<file path="src/rtl/spi_master_ctrl.sv">
// spi_master_ctrl
//
// SPI initiator for the 8051 SPI data-register peripheral. It takes a byte and
// a 2-bit slave index from the CPU side, drives SCK and an active-low slave
// select, shifts the byte out on MOSI and captures the returned byte from MISO.
// Both directions are LSB first. SCK idles low. Data is launched on the falling
// edge and sampled on the rising edge.
//
// Parameters
//   CLKDIV  SCK half-period in CLK cycles (1..255)
//
// Ports
//   CLK     system clock, rising edge
//   RST     asynchronous reset, active high
//   START   transfer request, only looked at while not busy
//   TXDATA  byte to send, latched with START
//   RSEL    slave index, latched with START
//   MISO    serial data from slave
//   SCK     serial clock
//   MOSI    serial data to slave
//   SS_N    one-hot-low slave selects
//   RXDATA  last received byte, updated on DONE
//   BUSY    transfer in progress
//   DONE    one-cycle completion pulse
//
// Build option
//   SPI_LOOPBACK_EN  when defined, the rx sampler takes the internal MOSI value
//                    and the MISO pin is ignored.

module spi_master_ctrl #(
    parameter int CLKDIV = 2
) (
    input  logic       CLK,
    input  logic       RST,
    input  logic       START,
    input  logic [7:0] TXDATA,
    input  logic [1:0] RSEL,
    input  logic       MISO,
    output logic       SCK,
    output logic       MOSI,
    output logic [3:0] SS_N,
    output logic [7:0] RXDATA,
    output logic       BUSY,
    output logic       DONE
);

    typedef enum logic [2:0] {
        IDLE   = 3'd0,
        SETUP  = 3'd1,
        SHIFT  = 3'd2,
        HOLD   = 3'd3,
        FINISH = 3'd4
    } state_t;

    localparam logic [7:0] DIV_LAST = 8'(CLKDIV - 1);

    state_t     state;
    logic [7:0] div_cnt;
    logic [3:0] half_cnt;
    logic [7:0] tx_sh;
    logic [7:0] rx_sh;
    logic       tick;
    logic       rx_bit;
    logic       accept;

    // Every state transition out of SETUP/SHIFT/HOLD happens on a tick, and a
    // tick also wraps the counter, so the count is zero on every state entry.
    assign tick   = (div_cnt == DIV_LAST);

    // FINISH accepts START as well so back-to-back bytes lose only one cycle.
    assign accept = START && ((state == IDLE) || (state == FINISH));

`ifdef SPI_LOOPBACK_EN
    logic unused_miso;
    assign unused_miso = MISO;
    assign rx_bit      = MOSI;
`else
    // No synchronizer: the slave runs off our SCK, so MISO is stable by the
    // time the rising-edge tick samples it.
    assign rx_bit      = MISO;
`endif

    always_ff @(posedge CLK or posedge RST) begin
        if (RST) begin
            state    <= IDLE;
            div_cnt  <= '0;
            half_cnt <= '0;
            tx_sh    <= '0;
            rx_sh    <= '0;
            SCK      <= 1'b0;
            MOSI     <= 1'b0;
            SS_N     <= 4'hF;
            RXDATA   <= '0;
            BUSY     <= 1'b0;
            DONE     <= 1'b0;
        end else begin
            DONE <= 1'b0;
            if (tick) div_cnt <= '0;
            else      div_cnt <= div_cnt + 8'd1;

            case (state)
                IDLE, FINISH: begin
                    div_cnt <= '0;
                    if (accept) begin
                        tx_sh    <= TXDATA;
                        rx_sh    <= '0;
                        half_cnt <= '0;
                        SCK      <= 1'b0;
                        MOSI     <= TXDATA[0];
                        SS_N     <= ~(4'b0001 << RSEL);
                        BUSY     <= 1'b1;
                        state    <= SETUP;
                    end else begin
                        state    <= IDLE;
                    end
                end

                SETUP: begin
                    if (tick) state <= SHIFT;
                end

                SHIFT: begin
                    if (tick) begin
                        SCK      <= ~SCK;
                        half_cnt <= half_cnt + 4'd1;
                        if (!SCK) begin
                            // rising edge: new bit enters at the top so the
                            // first bit received ends up in bit 0
                            rx_sh <= {rx_bit, rx_sh[7:1]};
                        end else if (half_cnt != 4'd15) begin
                            // falling edge: launch next bit, except after the
                            // 8th fall where MOSI keeps bit 7
                            tx_sh <= tx_sh >> 1;
                            MOSI  <= tx_sh[1];
                        end
                        if (half_cnt == 4'd15) state <= HOLD;
                    end
                end

                HOLD: begin
                    // one extra half-period of select after the last fall
                    if (tick) begin
                        SS_N   <= 4'hF;
                        MOSI   <= 1'b0;
                        RXDATA <= rx_sh;
                        DONE   <= 1'b1;
                        BUSY   <= 1'b0;
                        state  <= FINISH;
                    end
                end

                default: state <= IDLE;
            endcase
        end
    end

endmodule

</file>
<file path="config.mk">
export PLATFORM = sky130hd
export DESIGN_NAME = spi_master_ctrl
export DESIGN_NICKNAME = d
export VERILOG_FILES = /design/src/rtl/spi_master_ctrl.sv
export SDC_FILE = /design/constraint.sdc
export NUM_CORES = 1
export LEC_CHECK = 0
export ABC_CLOCK_PERIOD_IN_PS = 3100
export BUFFER_PORTS_ARGS = -buffer_cell sky130_fd_sc_hd__buf_2
export CORE_MARGIN = 10
export CORE_UTILIZATION = 56
export CTS_CLUSTER_SIZE = 10
export DETAILED_ROUTE_END_ITERATION = 7
export PLACE_DENSITY = 0.8
export REMOVE_ABC_BUFFERS = 1
export SLEW_MARGIN = 20
export SYNTH_ARGS = -nofsm -noshare
export SYNTH_HDL_FRONTEND = slang
export SYNTH_SLANG_ARGS = --single-unit
</file>
<file path="constraint.sdc">
create_clock -name CLK -period 3.1 [get_ports CLK]
set_clock_uncertainty 0.1 [all_clocks]
set_input_delay 0.465 -clock CLK [delete_from_list [all_inputs] [get_ports CLK]]
set_output_delay 0.465 -clock CLK [all_outputs]
set_load 0.02 [all_outputs]
</file>
=== Word-level counts from Yosys, hierarchy flattened ===
Cells that the tools add are included.

* Register bits after elaboration: 47
* Input bits: 14

* Shift operators: 1
* Eq/ne operators: 15
* Reductions and logical operators: 14
* Multiplexer cells: 36
* Bitwise logic cells: 2
* Add/subtract/negate cells: 2

{| class="wikitable"
|+ Operators by type and width
! kind !! number
|-
| 8-bit 2-to-1 mux || 9
|-
| 8-bit one-hot mux with 2 select lines || 2
|-
| 4-bit 2-to-1 mux || 4
|-
| 2-bit != test, second input constant || 8
|-
| 4-bit one-hot mux with 2 select lines || 2
|-
| 3-bit 2-to-1 mux || 4
|-
| 3-bit one-hot mux with 4 select lines || 1
|-
| 1-bit 2-to-1 mux || 11
|-
| 8-bit by 1-bit adder with 8-bit output, second input constant || 1
|-
| 8-bit by 1-bit == test with 1-bit output, second input constant || 1
|-
| 4-bit AND reduction || 2
|-
| 3-bit by 2-bit == test with 1-bit output, second input constant || 2
|-
| 3-bit AND reduction || 2
|-
| 6-bit AND reduction || 1
|-
| 5-bit AND reduction || 1
|-
| 4-bit by 1-bit adder with 4-bit output, second input constant || 1
|-
| 4-bit == test, second input constant || 1
|-
| 4-bit != test, second input constant || 1
|-
| 4-bit NOT || 1
|-
| 1-bit one-hot mux with 2 select lines || 2
|-
| 2-bit nonzero test || 2
|-
| 1-bit by 2-bit << shifter with 4-bit output, first input constant || 1
|-
| 3-bit by 1-bit == test with 1-bit output, second input constant || 1
|-
| 3-bit == test, second input constant || 1
|-
| 8 further kinds || 8
|}

=== Longest topological paths before layout ===
Gate-level depths: netlist (run 1).

* Depth after elaboration: 5
* Gate-level depth with buffers: 7
* Mapped depth without buffers: 6

=== Worst setup path after synthesis (run 1) ===
Ideal clock, no wire load.

* Path type: reg-to-reg
* Start point: register div_cnt[1]
* End point: register RXDATA[0]
* Slack: 0.858 ns
* Clock period less this slack: 2.242 ns
* Stages on the path, launching flop included: 7
* Setup time: 0.125 ns
* Buffers on the path: 1
* Data arrival time: 2.016 ns
* Cells stage by stage: dfrtp_1 -> inv_1 -> ha_1 -> or4b_4 -> or4_4 -> buf_6 -> mux2_4

* Longest elaborated chain between the ends: 2

{| class="wikitable"
|+ Ends and longest elaborated chain
! item !! line !! source
|-
| from (decl) || 58 || <nowiki>logic [7:0] div_cnt;</nowiki>
|-
| from (signal assigned) || 99 || <nowiki>else div_cnt <= div_cnt + 8'd1;</nowiki>
|-
| 8-bit by 1-bit == test with 1-bit output || 68 || <nowiki>assign tick = (div_cnt == DIV_LAST);</nowiki>
|-
| 2-bit AND reduction (no source line) || - ||
|-
| to (signal assigned) || 145 || <nowiki>RXDATA <= rx_sh;</nowiki>
|-
| to (decl) || 42 || <nowiki>output logic [7:0] RXDATA,</nowiki>
|}

No other way between the ends.
A chain may end at the register's enable or synchronous reset.

=== Worst setup path in the final report (run 1) ===
* Start point: register div_cnt[1]
* End point: register MOSI

* Longest elaborated chain between the ends: 3
* Elaborated cells on any way between the ends: 4
* Those cells by class: 3 x eq/ne; 1 x reduce/logical

{| class="wikitable"
|+ Ends and longest elaborated chain
! item !! line !! source
|-
| 8-bit by 1-bit == test with 1-bit output (*) || 68 ||
|-
| 2-bit != test (no source line) || - ||
|-
| 6-bit AND reduction (no source line) (*) || - ||
|-
| to (signal assigned) || 109 || <nowiki>MOSI <= TXDATA[0];</nowiki>
|-
| to (signal assigned) || 134 || <nowiki>MOSI <= tx_sh[1];</nowiki>
|-
| to (decl) || 40 || <nowiki>output logic MOSI,</nowiki>
|}

Every way passes the cells marked *; elsewhere a longest branch is shown, timed or not.

==> results.sh, run 1 <==
export IMPL_fin_nets=236
export IMPL_finalWorstSetupSlack_ns=0.727
export IMPL_cts_sinks=46
export IMPL_pwr_share_comb=0.414
export IMPL_areaGrowthSynthToFinish_pct=11.8
export IMPL_rsz0062_at_grt="no"
export IMPL_clk_pin_slew_worst_paths_ns=0.09
export IMPL_synth_top_area_frac=0.486
export IMPL_antenna_found_initial=0
export IMPL_regToRegSetupSlack_ns=0.73
export IMPL_die_area_um2=6750
export IMPL_grt_overflow_total=0
export IMPL_crit_type="reg -> reg"
export IMPL_antennaDiodeCount=0
export IMPL_drt_iter0_markers=136
export IMPL_place_congestion=0.817
export IMPL_synth_top_area_cell="dfrtp_1"
export IMPL_ys_seq_elements=46
export IMPL_drc=0
export IMPL_io_buffers=29
export IMPL_dpl_cell_count=260
export IMPL_fin_crit_ns=2.37
export IMPL_hp_class="in -> async"
export IMPL_async_flop_share=1.00
export IMPL_ant_nets=0
export IMPL_outcome="finished, final reports clean"
export IMPL_slowest_stage="or4_4"
export IMPL_synth_area_leaders="dfrtp_1 49%, mux2_2 7.3%, dfstp_2 4.9%"
export IMPL_place_ws_ns=0.713
export IMPL_initial_core_util=0.587
export IMPL_synth_distinct_cells=40
export IMPL_clockBufferDepth=2
export IMPL_syn_inst=190
export IMPL_ys_flop_type="dfrtp_1"
export IMPL_avgSynthCellArea_um2=11.4
export IMPL_numCtsBuffers=5
export IMPL_path_delay_family="simple AND/OR/NAND/NOR gates"
export IMPL_fp_dieW_um=82.2
export IMPL_root_buffer="clkbuf_8"
export IMPL_grt_pass1_wl_um=7170
export IMPL_grt_usage=0.136
export IMPL_die_h_um=82.2
export IMPL_htree_levels=2
export IMPL_wire_per_inst_um=15.7
export IMPL_period_share=0.766
export IMPL_core_um2=3690
export IMPL_slew_viol_final=0
export IMPL_setup_viol=0
export IMPL_cts_tree="built"
export IMPL_grt_max_degree=29
export IMPL_whs_ns=0.160
export IMPL_slew_limit_headroom=0.355
export IMPL_post_cts_buffers=0
export IMPL_p_leak_nw=1.19
export IMPL_first_global_vias=1531
export IMPL_switching_share=0.384
export IMPL_ios=30
export IMPL_tightest_slew_ns=0.961
export IMPL_via_count=1486
export IMPL_synth_area_um2=2160
export IMPL_wirelength_um=4220
export IMPL_cp_end_kind="flip-flop"
export IMPL_cts_resized=0
export IMPL_arrival_ns=2.50
export IMPL_dr_pass1_iters=4
export IMPL_final_hold_viol_count=0
export IMPL_finalSetupTns_ns=0
export IMPL_clock_latency_ns=0.30
export IMPL_intPower_w=0.00136
export IMPL_critPathRequiredTime_ns=3.23
export IMPL_core_rowCount=22
export IMPL_worstSetupStartpointType="flip-flop"
export IMPL_ys_seq_area_frac=0.534
export IMPL_power_frac_seq=0.425
export IMPL_holdBufCountCts=0
export IMPL_via_per_inst=5.54
export IMPL_drv_cap=0
export IMPL_clockPowerShare=0.161
export IMPL_switchingPower_w=0.000849
export IMPL_crit_fanout=20
export IMPL_ys_warn_count=0
export IMPL_drive_gt1_frac=0.300
export IMPL_critPathBufInv=1
export IMPL_synth_edf_count=0
export IMPL_layoutNonFillerInstCount=268
export IMPL_dp_hpwl_um=3090
export IMPL_crit_chain="inv_1, ha_1, or4b_4, or4_4, a211oi_2, mux2i_1"
export IMPL_slowest_delay_ns=0.68
export IMPL_peakVddDrop_uv=417
export IMPL_timing_fmax_mhz=421
export IMPL_p_per_area_nw_per_um2=914
[worst paths after layout]
path / endpoint / cells after the start / from
max in group asynchronous: div_cnt[2] / 3 / RST
max: MOSI / 6 / div_cnt[1]
min: DONE / 2 / RST
min reg2reg: rx_sh[0] / 1 / rx_sh[0]
max reg2reg: MOSI / 6 / div_cnt[1]
min in group CLK: SS_N[1] / 2 / RSEL[0]
[power groups by stage]
| stage | sequential (W) | clock [W] | combinational (W) |
|---|---|---|---|
| 5_1_grt | 0.000967 | 0.000396 | 0.00101 |
| 6_report | 0.000940 | 0.000356 | 0.000914 |
| 3_3_place_gp | 0.000941 | 0 | 0.000903 |
| 4_1_cts | 0.000938 | 0.000366 | 0.000932 |
| 2_1_floorplan | 0.00101 | 0 | 0.000602 |
| 3_5_place_dp | 0.000949 | 0 | 0.000927 |
[stage by stage]
stage          cell area [um2]  total power, W  utilization
2_1_floorplan             2110         0.00161            -
3_3_place_gp              2330         0.00184        0.633
3_5_place_dp              2330         0.00188        0.633
4_1_cts                   2420         0.00224        0.656
5_1_grt                   2420         0.00238        0.656
6_report                  2420         0.00221        0.656
[sequential cells by signal, indices dropped and copies added, names as in the netlist]
| signal | count |
|---|---|
| RXDATA | 8 |
| SCK | 1 |
| rx_sh | 8 |
| half_cnt | 4 |
| state | 3 |
| DONE | 1 |
| tx_sh | 7 |
| SS_N | 4 |
| div_cnt | 8 |
| BUSY | 1 |
| MOSI | 1 |
[layout make-up]
| class | count | area (um2) |
|---|---|---|
| flip-flops and latches | 46 | 1160 |
| fillers | 284 | 1270 |
| clock inverters | 2 | 13.8 |
| repair buffers | 31 | 160 |
| multi-input cells | 121 | 905 |
| clock buffers | 6 | 72.6 |
| inverters | 14 | 52.6 |
| well taps | 48 | 60.1 |
[synth_stat cells (5+ instances only)]
cell	instances
dfrtp_1	42
nand3_1	8
nand2_1	9
xor2_1	6
a21o_1	7
mux2_2	14
a21oi_1	5
nor2_1	14
clkbuf_1	5
mux2i_1	6
inv_1	14
[routing by layer]
layer	vias to the layer above	track usage	routed length, um
li1	720	-	-
met1	727	0.166	1730
met2	32	0.226	2180
met3	7	0.0367	247
met4	0	0.0510	59
met5	-	0	0
[cell usage in the layout (no fill, tap or decap), types with 4 or more instances in the layout]
master / Yosys / final
dfrtp_1: 42 / 42
buf_2: 2 / 29
nor2_1: 14 / 14
mux2_2: 14 / 14
inv_1: 14 / 13
nand2_1: 9 / 9
nand3_1: 8 / 8
a21o_1: 7 / 7
mux2i_1: 6 / 6
xor2_1: 6 / 6
a21oi_1: 5 / 5
clkbuf_8: 0 / 5
dfstp_2: 4 / 4
a32oi_1: 4 / 4
o21ai_1: 4 / 4
nor3b_1: 4 / 4
nor4_1: 4 / 4
mux2_4: 4 / 4
[kinds of logic (layout without fill, tap and decap cells)]
| family | count (synthesis) | count (layout) | synth area share |
|---|---|---|---|
| flip-flops | 46 | 46 | 0.534 |
| XOR/XNOR | 7 | 7 | 0.0283 |
| AO/OA/AOI/OAI | 30 | 30 | 0.0977 |
| buffers and inverters | 23 | 53 | 0.0480 |
| AND/OR/NAND/NOR | 57 | 57 | 0.146 |
| adder cells (fa/ha/maj) | 3 | 3 | 0.0173 |
| multiplexers | 24 | 24 | 0.128 |
Note: power is estimated with default switching activity, not from simulation.
==> run 2, diff against run 1 <==
--- a/config.mk
+++ b/config.mk
@@ -5,13 +5,14 @@
 export SDC_FILE = /design/constraint.sdc
 export NUM_CORES = 1
 export LEC_CHECK = 0
-export ABC_CLOCK_PERIOD_IN_PS = 3100
+export ABC_AREA = 1
+export ABC_CLOCK_PERIOD_IN_PS = 2220
 export BUFFER_PORTS_ARGS = -buffer_cell sky130_fd_sc_hd__buf_2
 export CORE_MARGIN = 10
-export CORE_UTILIZATION = 56
+export CORE_UTILIZATION = 57
 export CTS_CLUSTER_SIZE = 10
 export DETAILED_ROUTE_END_ITERATION = 7
-export PLACE_DENSITY = 0.8
+export PLACE_DENSITY = 0.81
 export REMOVE_ABC_BUFFERS = 1
 export SLEW_MARGIN = 20
 export SYNTH_ARGS = -nofsm -noshare
==> constraint.sdc (replaced) <==
create_clock -name CLK -period 2.22 [get_ports CLK]
set_clock_uncertainty 0.1 [all_clocks]
set_input_delay 0.333 -clock CLK [delete_from_list [all_inputs] [get_ports CLK]]
set_output_delay 0.333 -clock CLK [all_outputs]
set_load 0.02 [all_outputs]
==> run 2 against run 1 <==
Net effect:
- combinational power up 66%
- core utilization up 1.8 points
- non-clock buffer count unchanged
- sequential share of layout area down 1.9 points
- cell area up 4.2%
==> results.sh, run 2 <==
export IMPL_syn_inst=260
export IMPL_drv_cap=0
export IMPL_critPathRequiredTime_ns=2.30
export IMPL_first_global_vias=1648
export IMPL_drc=0
export IMPL_r2r_start="div_cnt[1]"
export IMPL_ys_seq_elements=46
export IMPL_async_flop_share=1.00
export IMPL_place_congestion=0.780
export IMPL_ys_seq_area_frac=0.516
export IMPL_core_rowCount=22
export IMPL_grt_max_degree=34
export IMPL_cp_end_kind="flip-flop"
export IMPL_grt_overflow_total=0
export IMPL_clock_latency_ns=0.30
export IMPL_final_common_cell="nand2_1"
export IMPL_cts_resized=0
export IMPL_core_um2=3740
export IMPL_io_buffers=29
export IMPL_synth_area_leaders="dfrtp_1 47%, nand2_1 14%, dfstp_2 4.7%"
export IMPL_crit_fanout=16
export IMPL_finalWorstSetupSlack_ns=0.419
export IMPL_antennaDiodeCount=0
export IMPL_post_cts_buffers=0
export IMPL_outcome="finished, final reports clean"
export IMPL_ys_flop_type="dfrtp_1"
export IMPL_drt_iter0_markers=109
export IMPL_rsz0062_at_grt="no"
export IMPL_final_hold_viol_count=0
export IMPL_min_path_cells=2
export IMPL_root_buffer="clkbuf_8"
export IMPL_grt_pass1_wl_um=7270
export IMPL_initial_core_util=0.599
export IMPL_ant_nets=0
export IMPL_fp_dieW_um=82.7
export IMPL_power_frac_seq=0.389
export IMPL_crit_type="reg -> reg"
export IMPL_wirelength_um=4180
export IMPL_fin_crit_ns=1.80
export IMPL_p_per_area_nw_per_um2=1320
export IMPL_slew_viol_final=0
export IMPL_dp_hpwl_um=3140
export IMPL_cts_tree="built"
export IMPL_areaGrowthSynthToFinish_pct=12.6
export IMPL_drive_gt1_frac=0.265
export IMPL_antenna_found_initial=0
export IMPL_synth_top_area_frac=0.469
export IMPL_final_cell_mix="84 x nand2_1, 42 x dfrtp_1, 29 x buf_2, 19 x inv_1, 19 x nor2_1"
export IMPL_cts_sinks=46
export IMPL_synth_distinct_cells=28
export IMPL_timing_fmax_mhz=555
export IMPL_slew_limit_headroom=0.645
export IMPL_pwr_share_comb=0.457
export IMPL_switchingPower_w=0.00149
export IMPL_whs_ns=0.0941
export IMPL_ys_warn_count=0
export IMPL_tightest_slew_ns=0.529
export IMPL_via_per_inst=5.08
export IMPL_r2r_end="rx_sh[3]"
export IMPL_numCtsBuffers=5
export IMPL_regToRegSetupSlack_ns=0.42
export IMPL_synth_edf_count=0
export IMPL_switching_share=0.451
export IMPL_setup_viol=0
export IMPL_dr_pass1_iters=4
export IMPL_clk_pin_slew_worst_paths_ns=0.09
export IMPL_clockBufferDepth=2
export IMPL_reg2regPathDepth=9
export IMPL_period_share=0.811
export IMPL_avgSynthCellArea_um2=8.62
export IMPL_peakVddDrop_uv=638
export IMPL_yosysMostFrequentCell="nand2_1"
export IMPL_die_area_um2=6840
export IMPL_intPower_w=0.00182
export IMPL_utilization=0.674
export IMPL_fin_nets=310
export IMPL_via_count=1738
export IMPL_top_regs="RXDATA: 8 flops, div_cnt: 8 flops, rx_sh: 8 flops"
export IMPL_layoutNonFillerInstCount=342
export IMPL_place_ws_ns=0.424
export IMPL_htree_levels=2
export IMPL_ios=30
export IMPL_finalSetupTns_ns=0
export IMPL_netlist_top_cells_count="84 x nand2_1, 42 x dfrtp_1, 20 x inv_1"
export IMPL_hold_end="SS_N[3]"
export IMPL_synth_top_area_cell="dfrtp_1"
export IMPL_dpl_cell_count=333
export IMPL_worstSetupStartpointType="flip-flop"
export IMPL_die_h_um=82.7
export IMPL_arrival_ns=1.88
export IMPL_clockPowerShare=0.153
export IMPL_hp_class="in -> reg"
export IMPL_min_from="RSEL[0]"
export IMPL_wire_per_inst_um=12.2
export IMPL_synth_area_um2=2240
export IMPL_p_leak_nw=1.26
export IMPL_grt_usage=0.133
-- run 2: cell count changes after synthesis, sizes merged, moves of 6 or more --
cell,change
mux2i,-6
mux2,-18
nor2,+10
inv,+11
o21ai,+21
nand2,+84
a21o,-7
-- run 2: worst max path at each step --
stage / startpoint / end / slack [ns]
2_1_floorplan: div_cnt[1] / rx_sh[0] / 0.58
3_3_place_gp: div_cnt[1] / rx_sh[0] / 0.47
3_5_place_dp: div_cnt[1] / rx_sh[3] / 0.42
4_1_cts: div_cnt[1] / rx_sh[3] / 0.40
5_1_grt: div_cnt[1] / rx_sh[6] / 0.23
6_report: div_cnt[1] / rx_sh[3] / 0.42
-- run 2: cell families (layout without fill, tap and decap cells) --
| kind of cell | after synthesis | after routing | synth area share |
|---|---|---|---|
| compound gates | 38 | 38 | 0.111 |
| simple gates | 139 | 139 | 0.280 |
| flops | 46 | 46 | 0.516 |
| buf+inv | 31 | 65 | 0.0653 |
| xor+xnor | 3 | 3 | 0.0117 |
| fa+ha+maj | 3 | 3 | 0.0168 |
-- run 2: routing by layer --
layer / share of wire / global-route usage / wire [um] / up-vias
li1: - / - / - / 892
met4: 0.0089 / 0.0351 / 37 / 0
met5: 0 / 0 / 0 / -
met2: 0.49 / 0.220 / 2030 / 38
met3: 0.070 / 0.0410 / 294 / 5
met1: 0.43 / 0.166 / 1810 / 803
-- run 2: cell type report --
type,instances,area (um2)
Fill cell,321,1220
Sequential cell,46,1160
Multi-Input combinational cell,183,938
Timing Repair Buffer,31,175
Inverter,26,103
Clock buffer,5,68.8
Tap cell,48,60.1
Clock inverter,3,21.3
-- run 2: repair_timing --
action,4_1_cts,5_1_grt
setup endpoints to repair,0,0
hold buffers,1,0
endpoints found under the hold margin,13,0
-- run 2: power groups by stage --
stage	combinational [W]	clock [W]	sequential (W)
global placement	0.00149	0	0.00130
CTS	0.00154	0.000524	0.00129
floorplan	0.00101	0	0.00144
global route	0.00172	0.000562	0.00133
detailed placement	0.00152	0	0.00131
finish	0.00152	0.000509	0.00129
-- run 2: critical path, cell delays in order, from the launching register on --
cell     delay (ns)
dfrtp_1        0.41
inv_1          0.07
ha_1           0.16
nand2_1        0.07
nor2_2         0.14
nand2_4        0.10
nand2_2        0.10
nand3_2        0.30
nand2_1        0.18
o21ai_2        0.06
-- run 2: through the flow --
step	total power, W	area, um2
2_1_floorplan	0.00245	2200
3_3_place_gp	0.00279	2420
3_5_place_dp	0.00283	2420
4_1_cts	0.00335	2520
5_1_grt	0.00361	2520
6_report	0.00332	2520
